**src/rtl/rand_pkg.sv**
```systemverilog
// Shared definitions for the LFSR-based random sources: draw FSM states,
// known-good tap masks and the lock-up pattern helper.
package rand_pkg;

  typedef enum logic [0:0] {
    IDLE = 1'b0,
    DRAW = 1'b1
  } draw_state_e;

  // Maximal-length XNOR tap masks for common register widths.
  localparam logic [2:0]  TAPS_W3  = 3'b110;
  localparam logic [7:0]  TAPS_W8  = 8'hB8;
  localparam logic [15:0] TAPS_W16 = 16'hB400;

  // All-ones is the XNOR lock-up state; returned right-aligned for a given width.
  function automatic logic [63:0] lockup_value(input int width);
    lockup_value = {64{1'b1}} >> (64 - width);
  endfunction

endpackage

```
**src/rtl/lfsr_step.sv**
```systemverilog
// Combinational single step of an XNOR-feedback Fibonacci LFSR.
module lfsr_step
  import rand_pkg::*;
#(
  parameter int               WIDTH = 8,
  parameter logic [WIDTH-1:0] TAPS  = TAPS_W8
) (
  input  logic [WIDTH-1:0] state_i,
  output logic [WIDTH-1:0] next_o
);

  logic fb;

  assign fb     = ~^(state_i & TAPS);
  assign next_o = {state_i[WIDTH-2:0], fb};

endmodule

```
**src/rtl/lfsr_rand.sv**
```systemverilog
// Free-running LFSR with a clock-enable prescaler plus on-demand bounded
// draws in [0, RANGE-1] using rejection sampling with a fold-down fallback.
module lfsr_rand
  import rand_pkg::*;
#(
  parameter int               WIDTH    = 8,
  parameter logic [WIDTH-1:0] TAPS     = TAPS_W8,
  parameter logic [WIDTH-1:0] SEED_RST = {WIDTH{1'b0}},
  parameter int               DIV      = 2,
  parameter int               OUT_W    = 3,
  parameter int               RANGE    = 6
) (
  input  logic             clk_i,
  input  logic             reset_ni,
  input  logic             active_i,
  input  logic             enable_i,
  input  logic             seed_load_i,
  input  logic [WIDTH-1:0] seed_i,
  input  logic             draw_req_i,
  output logic             draw_valid_o,
  output logic [OUT_W-1:0] draw_value_o,
  output logic             busy_o,
  output logic [WIDTH-1:0] state_o,
  output logic             step_o
);

  localparam int               PW         = (DIV > 1) ? $clog2(DIV) : 1;
  localparam int               RW         = OUT_W + 1;
  localparam logic [PW-1:0]    PRE_LAST   = PW'(DIV - 1);
  localparam logic [PW-1:0]    PRE_ONE    = PW'(1);
  localparam logic [RW-1:0]    RANGE_W    = RW'(RANGE);
  localparam logic [OUT_W-1:0] RANGE_LO   = OUT_W'(RANGE);
  localparam logic [OUT_W-1:0] TRIES_LAST = {OUT_W{1'b1}};
  localparam logic [OUT_W-1:0] TRY_ONE    = OUT_W'(1);
  localparam logic [WIDTH-1:0] LOCKUP     = WIDTH'(lockup_value(WIDTH));

  logic [WIDTH-1:0] state_q, state_d;
  logic [PW-1:0]    pre_q, pre_d;
  draw_state_e      fsm_q, fsm_d;
  logic [OUT_W-1:0] tries_q, tries_d;
  logic             dv_q, dv_d;
  logic [OUT_W-1:0] val_q, val_d;
  logic             step_q, step_d;

  logic [WIDTH-1:0] lfsr_next_s;
  logic [OUT_W-1:0] cand_s;
  logic             cand_ok_s;

  lfsr_step #(
    .WIDTH(WIDTH),
    .TAPS (TAPS)
  ) u_step (
    .state_i(state_q),
    .next_o (lfsr_next_s)
  );

  assign cand_s    = state_q[OUT_W-1:0];
  assign cand_ok_s = ({1'b0, cand_s} < RANGE_W);

  // Next-state: clear, seed, draw sequencing and prescaled free-run stepping.
  always_comb begin
    state_d = state_q;
    pre_d   = pre_q;
    fsm_d   = fsm_q;
    tries_d = tries_q;
    dv_d    = 1'b0;
    val_d   = val_q;
    step_d  = 1'b0;

    if (!active_i) begin
      state_d = SEED_RST;
      pre_d   = {PW{1'b0}};
      fsm_d   = IDLE;
      tries_d = {OUT_W{1'b0}};
    end else if (seed_load_i) begin
      // Lock-up seed is replaced by zero; a pending draw resumes from here.
      state_d = (seed_i == LOCKUP) ? {WIDTH{1'b0}} : seed_i;
      pre_d   = {PW{1'b0}};
    end else begin
      case (fsm_q)
        IDLE: begin
          if (draw_req_i) begin
            state_d = lfsr_next_s;
            step_d  = 1'b1;
            if (cand_ok_s) begin
              val_d = cand_s;
              dv_d  = 1'b1;
            end else begin
              fsm_d   = DRAW;
              tries_d = TRY_ONE;
            end
          end else if (enable_i) begin
            if (pre_q == PRE_LAST) begin
              pre_d   = {PW{1'b0}};
              state_d = lfsr_next_s;
              step_d  = 1'b1;
            end else begin
              pre_d = pre_q + PRE_ONE;
            end
          end else begin
            pre_d = pre_q;
          end
        end
        DRAW: begin
          state_d = lfsr_next_s;
          step_d  = 1'b1;
          if (cand_ok_s) begin
            val_d   = cand_s;
            dv_d    = 1'b1;
            fsm_d   = IDLE;
            tries_d = {OUT_W{1'b0}};
          end else if (tries_q == TRIES_LAST) begin
            // Out of attempts: fold the candidate down; it is always < RANGE.
            val_d   = cand_s - RANGE_LO;
            dv_d    = 1'b1;
            fsm_d   = IDLE;
            tries_d = {OUT_W{1'b0}};
          end else begin
            tries_d = tries_q + TRY_ONE;
          end
        end
        default: begin
          fsm_d   = IDLE;
          tries_d = {OUT_W{1'b0}};
        end
      endcase
    end
  end

  // State registers with asynchronous active-low reset.
  always_ff @(posedge clk_i or negedge reset_ni) begin
    if (!reset_ni) begin
      state_q <= SEED_RST;
      pre_q   <= {PW{1'b0}};
      fsm_q   <= IDLE;
      tries_q <= {OUT_W{1'b0}};
      dv_q    <= 1'b0;
      val_q   <= {OUT_W{1'b0}};
      step_q  <= 1'b0;
    end else begin
      state_q <= state_d;
      pre_q   <= pre_d;
      fsm_q   <= fsm_d;
      tries_q <= tries_d;
      dv_q    <= dv_d;
      val_q   <= val_d;
      step_q  <= step_d;
    end
  end

  assign draw_valid_o = dv_q;
  assign draw_value_o = val_q;
  assign busy_o       = (fsm_q == DRAW);
  assign state_o      = state_q;
  assign step_o       = step_q;

endmodule
```
**config.mk**
```make
export PLATFORM = sky130hd
export DESIGN_NAME = lfsr_rand
export DESIGN_NICKNAME = d
export VERILOG_FILES = /design/src/rtl/rand_pkg.sv /design/src/rtl/lfsr_step.sv /design/src/rtl/lfsr_rand.sv
export SDC_FILE = /design/constraint.sdc
export NUM_CORES = 1
export LEC_CHECK = 0
export BUFFER_PORTS_ARGS = -buffer_cell sky130_fd_sc_hd__buf_2
export CAP_MARGIN = 20
export CELL_PAD_IN_SITES_DETAIL_PLACEMENT = 1
export CELL_PAD_IN_SITES_GLOBAL_PLACEMENT = 1
export CORE_MARGIN = 4
export CORE_UTILIZATION = 40
export CTS_CLUSTER_SIZE = 24
export DETAILED_ROUTE_END_ITERATION = 7
export GPL_ROUTABILITY_DRIVEN = 1
export PLACE_DENSITY_LB_ADDON = 0.1
export SETUP_SLACK_MARGIN = 0.15
export SYNTH_ARGS = -nofsm -noshare
export SYNTH_HDL_FRONTEND = slang
export SYNTH_SLANG_ARGS = --single-unit
```
**constraint.sdc**
```tcl
create_clock -name clk_i -period 4.78 [get_ports clk_i]
set_input_delay 1.434 -clock clk_i [delete_from_list [all_inputs] [get_ports clk_i]]
set_output_delay 1.434 -clock clk_i [all_outputs]
set_load 0.02 [all_outputs]
```
==> flow_summary.ini <==
[min_path]
hp-class = flop to flop
worstHoldStart = draw_value_o[1]
whs_endpoint = draw_value_o[1]
hold_path_depth = 1

[global_routing]
grt_pass1_wl_um = 3919
grt_pass1_vias = 819
overflow = 0
grt_max_degree = 19
antenna_found_initial = 0
grt_use_total_pct = 15.73

[sta]
worst_slew_pin_slew_ps = 527.1
fin_crit_ps = 2488
skew_ps = 8.599
whs_ps = 518.8
rsz0062_at_grt = false
fmax_ghz = 0.4020
setup_viol = 0
setup_tns_ps = 0
final_hold_viol_count = 0
finalCritPeriodShare_pct = 52.04
slew_headroom_pct = 64.49
drv_slew = 0

[placed_design]
gp_congestion = 0.7977
hpwl_um = 1774
place_area_sq_um = 1097
placedCellCount = 152
portBuffers = 27

[logic_synthesis]
synthesis.area_sq_um = 940.9
syn-num-nets = 116
synth.area.top_cells = dfrtp_1 48%, o21ai_0 5.9%, nor2_1 5.2%
ys.warnings.count = 0
synth_enable_flop_cells = 0
syn_inst = 99
synth_top_area_share_pct = 47.87
synth.distinct_cells = 29
synthFlopType = dfrtp_1
synth-seq-cells = 18
ys_seq_area_share_pct = 47.87
synth_top_area_cell = dfrtp_1
syn_avg_cell_area_sq_um = 9.504
async_reset_ff_share_pct = 100.0

[detailed_routing]
dr.max_layer_used = met4
wl_met3_um = 116
first_iter_violations = 33
viasPerCell = 5.231
wl_per_cell_um = 14.71
drc = 0
drt-pass1-iter-count = 4
wirelength_met1_um = 1045
met2_length_um = 1115
dr_total_vias = 816
drtAntennaViolNets = 0
drt-total-wl_um = 2295

[worst_setup_path]
critPathMaxFanout = 10
critPathTopFamily = flip-flops
ff2ff_path_depth = 5
worst_setup_path_start_kind = flop
reg2reg_from = tries_q[0]
crit_buf_inv = 1
slowest_delay_ps = 530
cp-end-kind = output port
slowest_stage = dfrtp_1
r2r-end = draw_value_o[0]
rrSetupSlack_ps = 3070
crit_required_ps = 3350
arrival_ps = 1050
crit_chain = buf_2
path_class = flop to output port

[clock_tree]
clk_latency_ps = 290
htreeDepth = 1
cts.clk_slew.worst_paths_ps = 110
tritoncts = done
clock-root-buffer = clkbuf_4
cts_sinks = 18
cts-resized-gates = 0
hold_buffers = 0
post_cts_buffers = 0
numCtsBuffers = 3
cts_buffer_depth = 2

[die]
num_rows = 17
die_h_um = 56.50
die_x_um = 56.50
die_area_sq_um = 3192
coreArea_sq_um = 2233
pin_count = 28
start_util_pct = 42.13

[final_layout]
stdcell_area_sq_um = 1134
seqCellArea_sq_um = 450.4
n_antenna_cell = 0
multi_input_area_sq_um = 446.7
area_growth_pct = 20.48
nets = 146
drive_gt1_share_pct = 30.47
final_cell_mix = 27 x buf_2, 18 x dfrtp_1, 13 x nor2_1
final_common_cell = buf_2
fill_cells = 276
fin_cells = 156

[pwr]
power_density_nw_per_um2 = 299.7
total_power_mw = 0.3397
ir_drop_uv = 140.9
p_leak_nw = 0.5924

[run]
cap_violations = 0

[run_status]
status = finished clean
Yosys cell counts (2+ instances only):
master and number:
a32o_1 2, xnor2_1 2, o211a_1 2, dfrtp_1 18, inv_1 6, buf_2 2
o21ai_0 11, a21oi_1 8, nand2_1 12, nor2_1 13, nand4_1 2, xor2_1 2
ha_1 3
logic make-up after synthesis:
logic type               after synthesis  share of synthesized area (%)
AO/OA/AOI/OAI                         29                          20.35
flip-flops                            18                          47.87
XOR/XNOR                               4                          3.724
multiplexers                           1                          1.595
buffers and inverters                  9                          4.654
adder cells (fa/ha/maj)                3                          3.990
AND/OR/NAND/NOR                       35                          17.82
report_power, final:
part           switching (mW)  internal [mW]  total, mW
Clock                  0.0489         0.0464     0.0953
Combinational          0.0418         0.0273     0.0690
Sequential             0.0114          0.164      0.175
metrics by stage:
| stage | setup WS, ps | util, % |
|---|---|---|
| after global placement | 2255 | 49.13 |
| final | 2292 | 50.76 |
| after floorplan | 2396 | - |
| after detailed placement | 2227 | 49.13 |
| after global routing | 2232 | 50.76 |
| after CTS | 2293 | 50.76 |
cell type report:
cell class	count	area share [%]
Inverter	6	1.987
Timing Repair Buffer	28	12.58
Tap cell	28	3.091
Sequential cell	18	39.74
Clock buffer	4	3.201
Multi-Input combinational cell	72	39.40
sequential cells by signal, indices dropped and copies added (netlist names):
signal,count
state_o,8
pre_q,1
draw_value_o,3
draw_valid_o,1
busy_o,1
tries_q,3
step_o,1
how the worst max path moves through the flow:
stage | from | end | slack [ps] | depth (start not counted)
final | busy_o | busy_o | 2290 | 1
after global routing | busy_o | busy_o | 2230 | 1
after CTS | busy_o | busy_o | 2290 | 1
after detailed placement | active_i | draw_value_o[0] | 2230 | 5
after global placement | active_i | draw_value_o[0] | 2250 | 5
after floorplan | active_i | draw_value_o[0] | 2400 | 5
routing by layer:
layer | vias to the layer above | global-route usage, %
met3 | 2 | 3.908
met1 | 390 | 20.43
met2 | 22 | 25.25
met5 | - | 0
li1 | 402 | -
met4 | 0 | 5.424
(Power assumes the default switching activity.)
